`src/rtl/sram_bus_bridge.sv`:
```
// sram_bus_bridge: turns 32-bit word requests into two 16-bit halfword
// accesses on an async byte-lane SRAM port, then returns one response.
//
//   state | meaning
//   ------+----------------------------------------------------------
//   IDLE  | req_ready high, waiting for a request
//   LO    | low halfword access at base, ram_en held for the phase
//   HI    | high halfword access at base+1, ram_en held for the phase
//   RESP  | resp_valid high, waiting for resp_ready
module sram_bus_bridge #(
    parameter int ADDR_W      = 20,
    parameter int WAIT_CYCLES = 0
) (
    input  logic              clk,
    input  logic              resetn,
    input  logic              req_valid,
    output logic              req_ready,
    input  logic              req_wr,
    input  logic [31:0]       req_addr,
    input  logic [3:0]        req_wstrb,
    input  logic [31:0]       req_wdata,
    output logic              resp_valid,
    input  logic              resp_ready,
    output logic [31:0]       resp_rdata,
    output logic              ram_en,
    output logic [1:0]        ram_wen,
    output logic [ADDR_W-1:0] ram_addr,
    output logic [15:0]       ram_wdata,
    input  logic [15:0]       ram_rdata
);

    localparam int CNT_W = (WAIT_CYCLES > 0) ? $clog2(WAIT_CYCLES + 1) : 1;

    typedef enum logic [1:0] {IDLE, LO, HI, RESP} state_e;

    state_e             state_q, state_d;
    logic [CNT_W-1:0]   cnt_q, cnt_d;
    logic               wr_q, wr_d;
    logic [3:0]         wstrb_q, wstrb_d;
    logic [15:0]        wdata_hi_q, wdata_hi_d;
    logic [ADDR_W-1:0]  base_q, base_d;
    logic [31:0]        rdata_q, rdata_d;
    logic [ADDR_W-1:0]  ram_addr_q, ram_addr_d;
    logic [15:0]        ram_wdata_q, ram_wdata_d;

    logic               last_cycle;
    logic [ADDR_W-1:0]  req_base;

    // Byte-offset bits and bits beyond the RAM range are dropped on purpose.
    logic unused_addr_bits;
    assign unused_addr_bits = ^{req_addr[31:ADDR_W+1], req_addr[1:0]};

    assign req_base   = {req_addr[ADDR_W:2], 1'b0};
    assign last_cycle = (cnt_q == CNT_W'(WAIT_CYCLES));

    // State and datapath registers; reset drops any in-flight request.
    always_ff @(posedge clk or negedge resetn) begin
        if (!resetn) begin
            state_q     <= IDLE;
            cnt_q       <= '0;
            wr_q        <= 1'b0;
            wstrb_q     <= '0;
            wdata_hi_q  <= '0;
            base_q      <= '0;
            rdata_q     <= '0;
            ram_addr_q  <= '0;
            ram_wdata_q <= '0;
        end else begin
            state_q     <= state_d;
            cnt_q       <= cnt_d;
            wr_q        <= wr_d;
            wstrb_q     <= wstrb_d;
            wdata_hi_q  <= wdata_hi_d;
            base_q      <= base_d;
            rdata_q     <= rdata_d;
            ram_addr_q  <= ram_addr_d;
            ram_wdata_q <= ram_wdata_d;
        end
    end

    // Next-state logic; ram address/data are loaded on entry to each phase
    // so the RAM port only ever sees registered values.
    always_comb begin
        state_d     = state_q;
        cnt_d       = '0;
        wr_d        = wr_q;
        wstrb_d     = wstrb_q;
        wdata_hi_d  = wdata_hi_q;
        base_d      = base_q;
        rdata_d     = rdata_q;
        ram_addr_d  = ram_addr_q;
        ram_wdata_d = ram_wdata_q;
        unique case (state_q)
            IDLE: begin
                if (req_valid) begin
                    wr_d       = req_wr;
                    wstrb_d    = req_wstrb;
                    wdata_hi_d = req_wdata[31:16];
                    base_d     = req_base;
                    rdata_d    = '0;
                    if (req_wr && (req_wstrb == 4'b0000)) begin
                        state_d = RESP;
                    end else if (req_wr && (req_wstrb[1:0] == 2'b00)) begin
                        state_d     = HI;
                        ram_addr_d  = req_base + ADDR_W'(1);
                        ram_wdata_d = req_wdata[31:16];
                    end else begin
                        state_d     = LO;
                        ram_addr_d  = req_base;
                        ram_wdata_d = req_wdata[15:0];
                    end
                end
            end
            LO: begin
                if (!last_cycle) begin
                    cnt_d = cnt_q + CNT_W'(1);
                end else begin
                    if (!wr_q) begin
                        rdata_d[15:0] = ram_rdata;
                    end
                    if (wr_q && (wstrb_q[3:2] == 2'b00)) begin
                        state_d = RESP;
                    end else begin
                        state_d     = HI;
                        ram_addr_d  = base_q + ADDR_W'(1);
                        ram_wdata_d = wdata_hi_q;
                    end
                end
            end
            HI: begin
                if (!last_cycle) begin
                    cnt_d = cnt_q + CNT_W'(1);
                end else begin
                    if (!wr_q) begin
                        rdata_d[31:16] = ram_rdata;
                    end
                    state_d = RESP;
                end
            end
            RESP: begin
                if (resp_ready) begin
                    state_d = IDLE;
                end
            end
            default: state_d = IDLE;
        endcase
    end

    // Port outputs decoded from registered state only.
    always_comb begin
        req_ready  = (state_q == IDLE);
        resp_valid = (state_q == RESP);
        resp_rdata = rdata_q;
        ram_en     = (state_q == LO) || (state_q == HI);
        ram_wen    = 2'b00;
        if (wr_q && last_cycle) begin
            if (state_q == LO) begin
                ram_wen = wstrb_q[1:0];
            end else if (state_q == HI) begin
                ram_wen = wstrb_q[3:2];
            end
        end
        ram_addr  = ram_addr_q;
        ram_wdata = ram_wdata_q;
    end

endmodule
```
`config.mk`:
```
export PLATFORM = sky130hd
export DESIGN_NAME = sram_bus_bridge
export DESIGN_NICKNAME = d
export VERILOG_FILES = /design/src/rtl/sram_bus_bridge.sv
export SDC_FILE = /design/constraint.sdc
export NUM_CORES = 1
export LEC_CHECK = 0
export ABC_AREA = 1
export BUFFER_PORTS_ARGS = -buffer_cell sky130_fd_sc_hd__buf_2
export CAP_MARGIN = 30
export CORE_AREA = 2 2 99 101
export CTS_BUF_LIST = sky130_fd_sc_hd__clkbuf_8
export DETAILED_ROUTE_END_ITERATION = 8
export DIE_AREA = 0 0 101 103
export GPL_TIMING_DRIVEN = 1
export HOLD_SLACK_MARGIN = 0.12
export MAX_ROUTING_LAYER = met4
export PLACE_DENSITY = 0.82
export SYNTH_ARGS = -nofsm -noshare
export SYNTH_HDL_FRONTEND = slang
export SYNTH_SLANG_ARGS = --single-unit
```
`constraint.sdc`:
```
create_clock -name clk -period 2.7 [get_ports clk]
set_input_delay 0.135 -clock clk [delete_from_list [all_inputs] [get_ports clk]]
set_output_delay 0.135 -clock clk [all_outputs]
set_load 0.005 [all_outputs]
```
==> results.py, run 1 <==
metrics = {
    "status": {
        "run_status": "complete, no violations",
    },
    "timing": {
        "rsz0062_at_grt": "no",
        "period_needed_ns": 2.282,
        "report.final.hold_viol_count": 0,
        "worst_pin_slew_ns": 0.8488,
        "finalMaxSlewViolations": 0,
        "timing.fmax_mhz": 438.2,
        "fin_crit_sh_pct": 84.52,
        "setup-tns-final_ns": 0,
        "timing.clock.skew_ns": 0.01880,
        "final-setup-viol-count": 0,
        "timing.slew.headroom_pct": 43.27,
    },
    "drt": {
        "dr.first_iter.drc_count": 230,
        "routed-via-count": 4925,
        "post_dr_vias_cell": 5.342,
        "dr.pass1.iters": 4,
        "antenna_violating_nets_post_route": 0,
        "wl_mm": 13.65,
        "drc_errors": 0,
        "detail_route.wl_per_cell_microns": 14.80,
    },
    "global_route": {
        "grtUsageTotal_pct": 27.76,
        "vias_in_the_first_global_route": 4817,
        "antenna_found_initial": 0,
        "grt_pass1_wl_mm": 22.08,
        "grt_start_max_net_pins": 69,
        "grt.overflow.total": 0,
    },
    "power": {
        "irDropWorstVdd_v": 0.001058,
        "powerDensity_nw_per_um2": 1053,
        "power.static_leakage_nw": 3.630,
        "report.power.total_mw": 7.067,
    },
    "setup_path": {
        "crit_arrival_ns": 2.15,
        "timing.critical_path.to": "ram_wen[0]",
        "worst_r2r_endpoint": "ram_wdata[12]",
        "worstPathRequired_ns": 2.57,
        "reg2reg_setup_slack_ns": 0.47,
        "cp_max_fo": 21,
        "timing.critical_path.from": "state_q[1]",
        "startpoint_of_the_worst_register_to_register_path": "state_q[1]",
        "worst_setup_path_start_kind": "flip-flop",
        "worstSetupEndpointType": "primary output",
        "reg2reg_depth": 9,
        "path_class": "flip-flop to primary output",
    },
    "clock_tree": {
        "clock_latency_ns": 0.37,
        "cts_buffers": 9,
        "cts_clock_pin_slew_for_the_worst_setup_and_hold_paths_ns": 0.09,
        "clock_path_buffers": 2,
        "cts.htree.levels": 3,
        "clock-root-buffer": "sky130_fd_sc_hd__clkbuf_8",
        "clkSinkCount": 110,
        "cts_tree": "built",
    },
    "finish": {
        "flow.area_growth_from_synthesis_pct": 33.62,
        "top_library_cells_by_usage_in_the_layout_fill_and_taps_aside": "sky130_fd_sc_hd__nand2_1, sky130_fd_sc_hd__buf_2, sky130_fd_sc_hd__dfrtp_1",
        "finalNonFillerCells": 922,
        "antenna_cells": 0,
        "post_layout_net_count": 897,
        "most_common_cell_after_layout_fill_and_taps_aside": "sky130_fd_sc_hd__nand2_1",
        "ratio_of_cells_with_drive_above_1_in_the_final_layout_pct": 24.63,
        "filler_cell_count_in_the_final_layout": 699,
    },
    "logic_synthesis": {
        "sequential_to_total_area_share_from_yosys_stat_pct": 54.82,
        "synth_top_flop_cell": "sky130_fd_sc_hd__dfrtp_1",
        "syn_area_per_cell_sq_um": 8.396,
        "mappedNetlistArea_sq_um": 5021,
        "synth_enable_flop_cells": 0,
        "syn-num-nets": 692,
        "netlist.area_leader.share_pct": 54.82,
        "synthesis_stage_register_bit_count": 110,
        "cell_type_with_the_highest_aggregate_area_in_the_netlist": "sky130_fd_sc_hd__dfrtp_1",
        "post_synth_num_cell_types": 21,
        "postSynthCellCount": 598,
        "ys_warn_count": 0,
        "synthTopCellsByArea": "sky130_fd_sc_hd__dfrtp_1, sky130_fd_sc_hd__nand2_1, sky130_fd_sc_hd__o21ai_0, sky130_fd_sc_hd__nand3_1, sky130_fd_sc_hd__inv_1",
        "synth_async_sr_flop_share_pct": 100.0,
    },
    "floorplanning": {
        "io_pins": 162,
        "die_height_microns": 103,
        "die_area_sq_um": 10400,
        "num_rows": 36,
        "core_sq_um": 9459,
        "floorplan.initialDensity_pct": 53.08,
        "dieWidth_microns": 101,
    },
    "placement": {
        "finalWeightedCongestion": 0.8459,
        "placedCellCount": 834,
        "place.detailed.hpwl_mm": 8.200,
        "io_buffers": 148,
    },
    "worst_hold_path": {
        "timing.hold.worst.class": "input pin to flip-flop",
        "min_delay_path_depth": 4,
    },
    "job": {
        "timing.max_cap.violations": 0,
    },
}
-- metrics by stage --
stage / hold slack (ns) / util (%) / cell area, sq um / setup WS [ns]
after global placement: 0.2550 / 61.39 / 5807 / 0.5540
after CTS: 0.1463 / 70.93 / 6709 / 0.4315
final: 0.1670 / 70.93 / 6709 / 0.4180
after floorplan: -0.1606 / - / 5021 / 1.074
after detailed placement: 0.2781 / 61.39 / 5807 / 0.4915
after global routing: 0.2375 / 70.93 / 6709 / 0.2400
-- layout make-up --
type | count | area, sq um | share of cell area (%)
tap | 114 | 142.6 | 2.126
clock buffer | 10 | 137.6 | 2.051
multi-input combinational | 415 | 1947 | 29.02
inverter | 39 | 148.9 | 2.219
sequential | 110 | 2753 | 41.03
clock inverter | 6 | 43.79 | 0.6527
timing repair buffer | 228 | 1536 | 22.90
-- state kept, by name (all words and copies together), names as in the netlist --
| name | count |
|---|---|
| base_q | 19 |
| ram_addr | 20 |
| ram_wdata | 16 |
| resp_rdata | 32 |
| state_q | 2 |
| wdata_hi_q | 16 |
| wr_q | 1 |
| wstrb_q | 4 |
-- cells by family (layout without fill, tap and decap cells) --
kind of cell               count (synthesis)  count (layout)  synth area share [%]
AOI/OAI and AO/OA                         87              87                 8.672
adders and majority gates                  5               5                 1.246
buffers and inverters                     73             283                 6.454
DFF                                      110             110                 54.82
muxes                                     12              12                 2.691
and+or+nand+nor                          311             311                 26.11
-- power by group --
part           internal, mW  total (mW)  switching (mW)
logic                  1.27        3.26            1.99
clock network         0.369       0.940           0.571
registers              2.45        2.87           0.417
-- metal layers --
| metal | global-route usage [%] | share of wire, % | vias up |
|---|---|---|---|
| li1 | - | - | 2313 |
| met1 | 33.41 | 41 | 2311 |
| met2 | 45.13 | 48 | 244 |
| met3 | 5.831 | 7.4 | 57 |
| met4 | 12.99 | 3.9 | 0 |
| met5 | - | 0 | - |
-- critical path: stages, from the launching register on --
cell	delay [ns]
sky130_fd_sc_hd__dfrtp_1	0.39
sky130_fd_sc_hd__inv_1	0.10
sky130_fd_sc_hd__ha_2	0.31
sky130_fd_sc_hd__inv_1	0.57
sky130_fd_sc_hd__nand2_1	0.09
sky130_fd_sc_hd__o21ai_0	0.18
sky130_fd_sc_hd__buf_2	0.14
-- timing repair --
item / in CTS / in global routing
endpoints found under the hold margin: 160 / 0
hold buffers: 72 / 0
setup buffers: 0 / 0
gates resized for setup: 0 / 0
-- how the worst min path moves through the flow --
stage / startpoint / to / slack [ns]
after floorplan: resetn / base_q[10] / -0.16
after global placement: resetn / base_q[18] / 0.26
after detailed placement: resetn / ram_addr[15] / 0.28
after CTS: resp_ready / state_q[1] / 0.15
after global routing: resp_ready / state_q[1] / 0.24
final: resp_ready / state_q[1] / 0.17
-- cells in the mapped netlist (2+ instances only) --
| master | number |
|---|---|
| sky130_fd_sc_hd__nand2_1 | 215 |
| sky130_fd_sc_hd__dfrtp_1 | 110 |
| sky130_fd_sc_hd__o21ai_0 | 77 |
| sky130_fd_sc_hd__nand3_1 | 64 |
| sky130_fd_sc_hd__inv_1 | 38 |
| sky130_fd_sc_hd__nor2_1 | 18 |
| sky130_fd_sc_hd__clkbuf_1 | 15 |
| sky130_fd_sc_hd__mux2_2 | 12 |
| sky130_fd_sc_hd__a21oi_1 | 10 |
| sky130_fd_sc_hd__buf_2 | 8 |
| sky130_fd_sc_hd__or2_2 | 7 |
| sky130_fd_sc_hd__ha_1 | 5 |
| sky130_fd_sc_hd__buf_1 | 4 |
| sky130_fd_sc_hd__buf_4 | 4 |
| sky130_fd_sc_hd__buf_6 | 3 |
| sky130_fd_sc_hd__nand2_2 | 2 |
| sky130_fd_sc_hd__nor2_4 | 2 |
Note: power is estimated with default switching activity, not from simulation.
==> inputs of run 2 (changes only) <==
Settings changed: CORE_AREA 2 2 99 101 to 2 2 101 103, DIE_AREA 0 0 101 103 to 0 0 103 105, PLACE_DENSITY 0.82 to 0.79.
Clock period 2.7 ns to 2.35 ns, I/O delays scaled along.
==> results.py, run 2 (synthesized netlist as in run 1, its figures left out) <==
metrics = {
    "timing": {
        "final-setup-viol-count": 0,
        "timing.fmax_mhz": 473.1,
        "setup-tns-final_ns": 0,
        "fin_crit_sh_pct": 89.94,
        "worst_pin_slew_ns": 0.6388,
        "timing.clock.skew_ns": 0.01201,
        "period_needed_ns": 2.114,
        "finalMaxSlewViolations": 0,
        "rsz0062_at_grt": "no",
        "worst_hold_slack_ns": 0.1706,
        "timing.slew.headroom_pct": 57.37,
        "report.final.hold_viol_count": 0,
    },
    "floorplanning": {
        "core_sq_um": 9639,
        "floorplan.initialDensity_pct": 52.09,
        "die_area_sq_um": 10820,
        "io_pins": 162,
        "dieWidth_microns": 103,
        "num_rows": 36,
        "die_height_microns": 105,
    },
    "finish": {
        "top_library_cells_by_usage_in_the_layout_fill_and_taps_aside": "sky130_fd_sc_hd__nand2_1, sky130_fd_sc_hd__buf_2, sky130_fd_sc_hd__dfrtp_1",
        "most_common_cell_after_layout_fill_and_taps_aside": "sky130_fd_sc_hd__nand2_1",
        "post_layout_net_count": 898,
        "filler_cell_count_in_the_final_layout": 746,
        "design_area_sq_um": 6799,
        "finalNonFillerCells": 941,
        "flow.area_growth_from_synthesis_pct": 35.41,
        "multiInputGateArea_sq_um": 1949,
        "antenna_cells": 0,
        "register_area_sq_um": 2753,
        "max_reg_flops": 32,
        "ratio_of_cells_with_drive_above_1_in_the_final_layout_pct": 24.88,
    },
    "power": {
        "clock_power_share_pct": 16.1,
        "p_sw_mw": 3.376,
        "power.static_leakage_nw": 3.651,
        "pwr-share-comb_pct": 44.6,
        "powerDensity_nw_per_um2": 1229,
        "power.internal_mw": 4.983,
        "p_sw_share_pct": 40.39,
        "irDropWorstVdd_v": 0.0009349,
        "power.sequential.fraction_pct": 39.4,
    },
    "global_route": {
        "grt_start_max_net_pins": 69,
        "grtUsageTotal_pct": 26.40,
        "grt_pass1_wl_mm": 21.91,
        "antenna_found_initial": 0,
        "grt.overflow.total": 0,
        "vias_in_the_first_global_route": 4721,
    },
    "clock_tree": {
        "post-cts-setup-buffer-count": 0,
        "cts.htree.levels": 3,
        "cts_tree": "built",
        "clock_latency_ns": 0.37,
        "clock-root-buffer": "sky130_fd_sc_hd__clkbuf_8",
        "clock_path_buffers": 2,
        "cts_clock_pin_slew_for_the_worst_setup_and_hold_paths_ns": 0.10,
        "cts_buffers": 9,
        "clkSinkCount": 110,
    },
    "placement": {
        "post_dp_cell_area_sq_um": 5838,
        "finalWeightedCongestion": 0.8523,
        "placedCellCount": 854,
        "io_buffers": 148,
        "place.detailed.hpwl_mm": 8.023,
    },
    "drt": {
        "dr.pass1.iters": 6,
        "routed-via-count": 4794,
        "drc_errors": 0,
        "post_dr_vias_cell": 5.095,
        "detail_route.wl_per_cell_microns": 14.33,
        "wl_mm": 13.48,
        "antenna_violating_nets_post_route": 0,
        "dr.first_iter.drc_count": 242,
    },
    "setup_path": {
        "worstSetupEndpointType": "primary output",
        "reg2reg_setup_slack_ns": 0.35,
        "worstPathRequired_ns": 2.23,
        "crit_arrival_ns": 2.00,
        "cp_max_fo": 26,
        "worst_r2r_endpoint": "resp_rdata[17]",
        "startpoint_of_the_worst_register_to_register_path": "state_q[0]",
        "path_class": "flip-flop to primary output",
        "worst_setup_path_start_kind": "flip-flop",
        "reg2reg_depth": 8,
    },
    "status": {
        "run_status": "complete, no violations",
    },
    "worst_hold_path": {
        "timing.hold.worst.class": "input pin to flip-flop",
        "min-delay-start": "resp_ready",
        "hold_end": "state_q[0]",
        "min_delay_path_depth": 4,
    },
    "job": {
        "timing.max_cap.violations": 0,
    },
}
==> run 2: worst max-delay path, cell delays in order, from the launching register on <==
cell and delay [ns]:
sky130_fd_sc_hd__dfrtp_1 0.42, sky130_fd_sc_hd__inv_1 0.12, sky130_fd_sc_hd__ha_2 0.29, sky130_fd_sc_hd__clkinvlp_4 0.41, sky130_fd_sc_hd__nand2_1 0.15, sky130_fd_sc_hd__o21ai_0 0.08, sky130_fd_sc_hd__buf_2 0.15
==> run 2: cell type report <==
type                            count  area share [%]
Sequential cell                   110           40.49
Timing Repair Buffer              229           22.71
Clock buffer                        9           1.822
Multi-Input combinational cell    415           28.67
Inverter                           39           2.245
Clock inverter                      6           1.619
Tap cell                          133           2.448
==> run 2: metal layers <==
layer,vias up,part of all wire (%),routed length [microns],global-route usage (%)
met5,-,0,0,-
met4,0,3.5,467,12.41
met3,48,6.9,925,4.348
met2,227,49,6624,41.65
met1,2204,41,5462,33.04
li1,2315,-,-,-
==> run 2: worst max-delay path by stage <==
stage                           from             end  slack, ns  cells after the start
after floorplan           state_q[0]    ram_wdata[4]       0.72                     10
after global placement    state_q[0]  resp_rdata[21]       0.26                      6
after detailed placement  state_q[0]  resp_rdata[16]       0.10                      6
after CTS                 state_q[0]  resp_rdata[16]       0.10                      6
after global routing      state_q[1]      ram_wen[1]       0.10                      6
final                     state_q[1]      ram_wen[1]       0.24                      6
==> run 2: timing repair <==
| item | CTS | global route |
|---|---|---|
| endpoints found under the hold margin | 153 | 0 |
| endpoints found under the setup margin | 0 | 17 |
| hold buffers | 72 | 0 |
| resized for setup | 0 | 2 |
==> run 2: stage by stage <==
stage	util [%]	worst slack [ns]	total power, mW
2_1_floorplan	-	0.7243	5.646
3_3_place_gp	60.57	0.2601	6.697
3_5_place_dp	60.57	0.1048	6.858
4_1_cts	70.47	0.1007	8.298
5_1_grt	70.53	0.1036	9.068
6_report	70.53	0.2364	8.359
==> run 2: power groups by stage <==
stage	clock (mW)	combinational [mW]	sequential, mW
6_report	1.34	3.73	3.29
5_1_grt	1.43	4.25	3.39
4_1_cts	1.36	3.67	3.26
3_5_place_dp	0	3.58	3.28
3_3_place_gp	0	3.46	3.24
2_1_floorplan	0	2.36	3.29
